`config.mk`:
```
export PLATFORM = sky130hd
export DESIGN_NAME = lsu_issue_arbiter
export DESIGN_NICKNAME = d
export VERILOG_FILES = /design/src/rtl/lsu_pkg.sv /design/src/rtl/lsu_starve_counter.sv /design/src/rtl/lsu_issue_arbiter.sv
export SDC_FILE = /design/constraint.sdc
export NUM_CORES = 1
export LEC_CHECK = 0
export ABC_CLOCK_PERIOD_IN_PS = 1500
export BUFFER_PORTS_ARGS = -buffer_cell sky130_fd_sc_hd__buf_2
export CAP_MARGIN = 20
export CORE_UTILIZATION = 40
export DETAILED_ROUTE_END_ITERATION = 7
export HOLD_SLACK_MARGIN = 0.12
export PLACE_DENSITY = 0.75
export SLEW_MARGIN = 30
export SYNTH_ARGS = -nofsm -noshare
export SYNTH_HDL_FRONTEND = slang
export SYNTH_HIERARCHICAL = 1
export SYNTH_SLANG_ARGS = --single-unit
export TNS_END_PERCENT = 1
```
`constraint.sdc`:
```
create_clock -name clk_i -period 1.5 [get_ports clk_i]
set_input_delay 0.225 -clock clk_i [delete_from_list [all_inputs] [get_ports clk_i]]
set_output_delay 0.225 -clock clk_i [all_outputs]
set_load 0.02 [all_outputs]
```
`src/rtl/lsu_pkg.sv`:
```
//==============================================================================
// lsu_pkg -- shared types and constants for the LSU issue arbiter slice
// Revision: 1.0
//==============================================================================
`default_nettype none

package lsu_pkg;

   localparam int XLEN      = 32;
   localparam int ROB_IDX_W = 5;

   typedef enum logic [1:0] {
      IDLE = 2'd0,
      REQ  = 2'd1,
      WAIT = 2'd2
   } lsu_arb_state_t;

   typedef struct packed {
      logic                 wr_rd;
      logic [XLEN-1:0]      addr;
      logic [XLEN-1:0]      data;
      logic [ROB_IDX_W-1:0] rob_idx;
   } lsu_req_t;

   // Counter width able to hold 0..limit; never narrower than one bit.
   function automatic int cnt_width(input int limit);
      return (limit < 1) ? 1 : $clog2(limit + 1);
   endfunction

endpackage

`default_nettype wire

```
`src/rtl/lsu_starve_counter.sv`:
```
//==============================================================================
// lsu_starve_counter -- saturating load-starvation counter
// Revision: 1.0
//==============================================================================
`default_nettype none

module lsu_starve_counter
   import lsu_pkg::*;
#(
   parameter int LIMIT = 4
) (
   input  logic clk,
   input  logic rst_n,
   input  logic i_inc,
   input  logic i_clr,
   output logic o_starved
);

   localparam int                 c_cnt_w = cnt_width(LIMIT);
   localparam logic [c_cnt_w-1:0] c_limit = c_cnt_w'(LIMIT);

   logic [c_cnt_w-1:0] r_cnt;

   // Clear wins over increment; the count parks at the limit.
   always_ff @(posedge clk or negedge rst_n) begin
      if (!rst_n) begin
         r_cnt <= '0;
      end else if (i_clr) begin
         r_cnt <= '0;
      end else if (i_inc && (r_cnt < c_limit)) begin
         r_cnt <= r_cnt + 1'b1;
      end
   end

   assign o_starved = (r_cnt >= c_limit);

endmodule

`default_nettype wire

```
`src/rtl/lsu_issue_arbiter.sv`:
```
//==============================================================================
// lsu_issue_arbiter -- picks LDQ or SDQ head and presents it to the cache
// Optional: LSU_ARB_STARVE_EN lets a starved load beat a waiting store.
// Revision: 1.0
//==============================================================================
`default_nettype none

module lsu_issue_arbiter
   import lsu_pkg::*;
#(
   parameter int XLEN         = lsu_pkg::XLEN,
   parameter int ROB_IDX_W    = lsu_pkg::ROB_IDX_W,
   parameter int STARVE_LIMIT = 4
) (
   input  logic                 clk_i,
   input  logic                 rst_i,
   input  logic                 flush_i,
   input  logic                 ld_vld_i,
   input  logic [XLEN-1:0]      ld_addr_i,
   input  logic [ROB_IDX_W-1:0] ld_rob_idx_i,
   output logic                 ld_en_o,
   input  logic                 st_vld_i,
   input  logic [XLEN-1:0]      st_addr_i,
   input  logic [XLEN-1:0]      st_data_i,
   output logic                 st_en_o,
   output logic                 req_vld_o,
   output logic                 req_wr_rd_o,
   output logic [XLEN-1:0]      req_addr_o,
   output logic [XLEN-1:0]      req_data_o,
   output logic [ROB_IDX_W-1:0] req_rob_idx_o,
   input  logic                 req_rdy_i,
   input  logic                 ld_done_i,
   output logic                 busy_o
);

   lsu_arb_state_t r_state, w_state_nxt;
   lsu_req_t       r_req, w_req_nxt;
   logic           w_ld_grant;
   logic           w_st_grant;
   logic           w_starved;

   always_ff @(posedge clk_i or negedge rst_i) begin
      if (!rst_i) begin
         r_state <= IDLE;
         r_req   <= '0;
      end else begin
         r_state <= w_state_nxt;
         r_req   <= w_req_nxt;
      end
   end

   always_comb begin
      w_state_nxt = r_state;
      w_req_nxt   = r_req;
      w_ld_grant  = 1'b0;
      w_st_grant  = 1'b0;
      case (r_state)
         IDLE: begin
            // A flush squashes the load candidate but never a committed store.
            if (ld_vld_i && !flush_i && (!st_vld_i || w_starved)) begin
               w_ld_grant  = 1'b1;
               w_req_nxt   = '{wr_rd: 1'b0, addr: ld_addr_i, data: '0,
                               rob_idx: ld_rob_idx_i};
               w_state_nxt = REQ;
            end else if (st_vld_i) begin
               w_st_grant  = 1'b1;
               w_req_nxt   = '{wr_rd: 1'b1, addr: st_addr_i, data: st_data_i,
                               rob_idx: '0};
               w_state_nxt = REQ;
            end
         end
         REQ: begin
            if (flush_i && !r_req.wr_rd) begin
               w_state_nxt = IDLE;
            end else if (req_rdy_i) begin
               w_state_nxt = r_req.wr_rd ? IDLE : WAIT;
            end
         end
         WAIT: begin
            if (ld_done_i) begin
               w_state_nxt = IDLE;
            end
         end
         default: w_state_nxt = IDLE;
      endcase
   end

`ifdef LSU_ARB_STARVE_EN
   logic w_starve_inc;
   logic w_starve_clr;

   assign w_starve_inc = (r_state == IDLE) && ld_vld_i && !w_ld_grant;
   assign w_starve_clr = w_ld_grant || flush_i;

   lsu_starve_counter #(
      .LIMIT     (STARVE_LIMIT)
   ) u_starve (
      .clk       (clk_i),
      .rst_n     (rst_i),
      .i_inc     (w_starve_inc),
      .i_clr     (w_starve_clr),
      .o_starved (w_starved)
   );
`else
   logic w_unused_starve_limit;

   assign w_starved             = 1'b0;
   assign w_unused_starve_limit = (STARVE_LIMIT != 0);
`endif

   // The state is forced to IDLE by reset, so the grants need explicit gating.
   assign ld_en_o       = w_ld_grant & rst_i;
   assign st_en_o       = w_st_grant & rst_i;
   assign req_vld_o     = (r_state == REQ);
   assign busy_o        = (r_state != IDLE);
   assign req_wr_rd_o   = r_req.wr_rd;
   assign req_addr_o    = r_req.addr;
   assign req_data_o    = r_req.data;
   assign req_rob_idx_o = r_req.rob_idx;

endmodule

`default_nettype wire

```
==> run metrics <==
Final Max Slew Viols=0; vias in the first global route=just under 3000; max cap viols=0; CTS tree=done; CP Capture Type=output pin; core area=6980 sq um; Leak=2.36 nW; total gr overflow=0; Final Non-Filler Cells=roughly 580; CTS max path bufs=2; Final Cell Area=4710 sq um; die width=roughly 88 um; Synth area leaders=dfrtp_1 (61%), o221a_2 (12%), a22o_1 (11%), nor2_1 (4.6%), nand2_1 (4.2%); Mapped Area=2960 sq um; met1 usage=between 20% and 30%; area share of the largest cell type after synthesis=60.9%; number of placed instances, taps included=517; TritonRoute pass-1 iters=4; Tightest Hold Check Type=input port to flip-flop; Seq cells post-synth=between 70 and 80; initial antenna violation count=0; count leader, synth=dfrtp_1; clk_lat worst skew=0.34 ns; M3 GR Usage=6.41%; f_max=0.591 GHz; area leader, netlist=dfrtp_1; Area Growth Syn to Fin=59.2%; IO buf count=~180; Routed Antenna Nets=0; first-pass GRT wire length=roughly 14 mm; Die Ht=88.0 um; pre-CTS setup slack=0.0926 ns; top post-synthesis cells by count=dfrtp_1 (72), a22o_1 (37), nor2_1 (36), nand2_1 (33), o221a_2 (32); routability cong.=about 0.75; Fin. Hold Viols=0; CTS clk-pin slew, worst paths=roughly 0.08 ns; post-DR vias/cell=approximately 5.1; ANT cells=0; status=finished with violations; highest-delay cell along the critical path=dfrtp_2; CP arrival=1.47 ns; Buf/Inv on CP=1; crit-path cells=nor4b_4, and2b_1, and2_4, buf_6; Crit Path Category=flip-flop to output pin; Final setup viols=3; Mean Syn Cell Area=approximately 12 sq um; Synth Flop Type=dfrtp_1; Most Used Layer, Global Route=met2; Net Count, Synth=354; largest net degree at the start of global routing=40; fin crit share=113%; Avg WL per Cell=16.0 um; Async SR Flop Fraction=100%; htree depth=3; power density cells=2030 nW/um^2; relative slew slack=65.9%; setup ws final=-0.193 ns; CP Data Required Time=1.27 ns; Final HPWL DP=5.98 mm; Worst VDD drop=0.00112 V; violated checks=setup timing; DR iter-0 viols=approximately 130; Clock Sinks=72; Detailed Route WL=9.19 mm; post-route setup TNS=-0.448 ns; Mapped Cells=246; minimum clock period=approximately 1.7 ns; detailed-route DRC error count=0; Fin Clk Skew=0.00845 ns; Starting Density=42.4%; Vias=2910; cell row count=30; Area after DPL=about 4000 sq um; startpoint types=flip-flop; Synth cell types=20; # fillers=540; die area=7750 sq um; CTS Root Cell=clkbuf_8; layout cells sized above 1=52.2%; Post-synth EDFFs=0; Synth warnings=6; CTS Buf Count=9; Tot GR Track Use=24.2%; register area share after synthesis=60.9%; # IOs=182; GR Util met2=about two fifths; final core utilization=67.5%; Worst Path Max Fanout=5; unrepaired setup endpoints after global routing=yes; fin nets=582; Tightest Pin Transition=0.511 ns; family with the most delay on the worst path=simple AND/OR/NAND/NOR gates; max incr delay on CP=between 0.4 and 0.5 ns
## stage by stage
step / hold slack [ns] / total power [W]
CTS: 0.138 / 0.00953
finish: 0.157 / 0.00956
global route: 0.143 / 0.0101
floorplan: -0.0706 / 0.00594
detailed placement: 0.310 / 0.00753
global placement: 0.300 / 0.00744
## cell usage in the layout, fill, tap and decap left out, types with 2 or more instances in the layout
cell type / count
buf_2: 177
dfrtp_1: 71
dlygate4sd3_1: 40
a22o_1: 37
nor2_1: 36
nand2_1: 33
o221a_2: 32
buf_4: 16
clkbuf_8: 10
o21ai_0: 3
bufinv_16: 3
inv_1: 2
buf_6: 2
buf_12: 2
## final timing paths
| kind | startpoint | slack [ns] | cells after the start | end |
|---|---|---|---|---|
| max | r_state[1] | -0.19 | 4 | ld_en_o |
| min | st_addr_i[4] | 0.16 | 2 | req_addr_o[4] |
| max reg2reg | r_state[0] | 0.02 | 6 | req_addr_o[11] |
| min reg2reg | req_data_o[9] | 0.50 | 1 | req_data_o[9] |
| max in group asynchronous | rst_i | 0.61 | 3 | r_state[1] |
| min in group asynchronous | rst_i | 0.49 | 3 | req_data_o[26] |
## per-layer routing
metal  up-vias  part of all wire [%]
li1       1360                     -
met1      1412                    40
met2       118                    52
met3        20                   6.1
met4         0                   2.3
met5         -                     0
## registers in the layout, indices dropped and copies added (netlist names)
signal,count
req_addr_o,32
r_state,2
req_wr_rd_o,1
req_rob_idx_o,5
req_data_o,32
## timing repair
| item | CTS | global route |
|---|---|---|
| setup endpoints to repair | 4 | 7 |
| buffers inserted | 1 | 1 |
| hold endpoints to repair | 111 | 0 |
| pin swaps | 3 | 1 |
| hold buffers | 40 | 0 |
| gates resized for setup | 7 | 1 |
## layout make-up
type                       instances  area (sq um)  share of cell area [%]
clock buffer                      11           141                    3.00
clock inverter                     5           104                    2.20
inverter                           2          7.51                   0.159
multi-input combinational        152          1070                    22.6
sequential                        72          1800                    38.3
tap                               96           120                    2.55
timing repair buffer             237          1470                    31.2
## where the power goes
group | internal, W | total, W | switching, W
clock | 0.00115 | 0.00188 | 0.000730
combinational | 0.00185 | 0.00432 | 0.00247
sequential | 0.00284 | 0.00335 | 0.000515
## logic make-up (layout without fill, tap and decap cells)
group / after synthesis / count (layout) / synth area share (%)
AO/OA/AOI/OAI: 74 / 74 / 24.1
buffers and inverters: 22 / 255 / 3.59
flip-flops: 72 / 72 / 60.9
AND/OR/NAND/NOR: 78 / 78 / 11.5
Power figures use the tool's default switching activity.
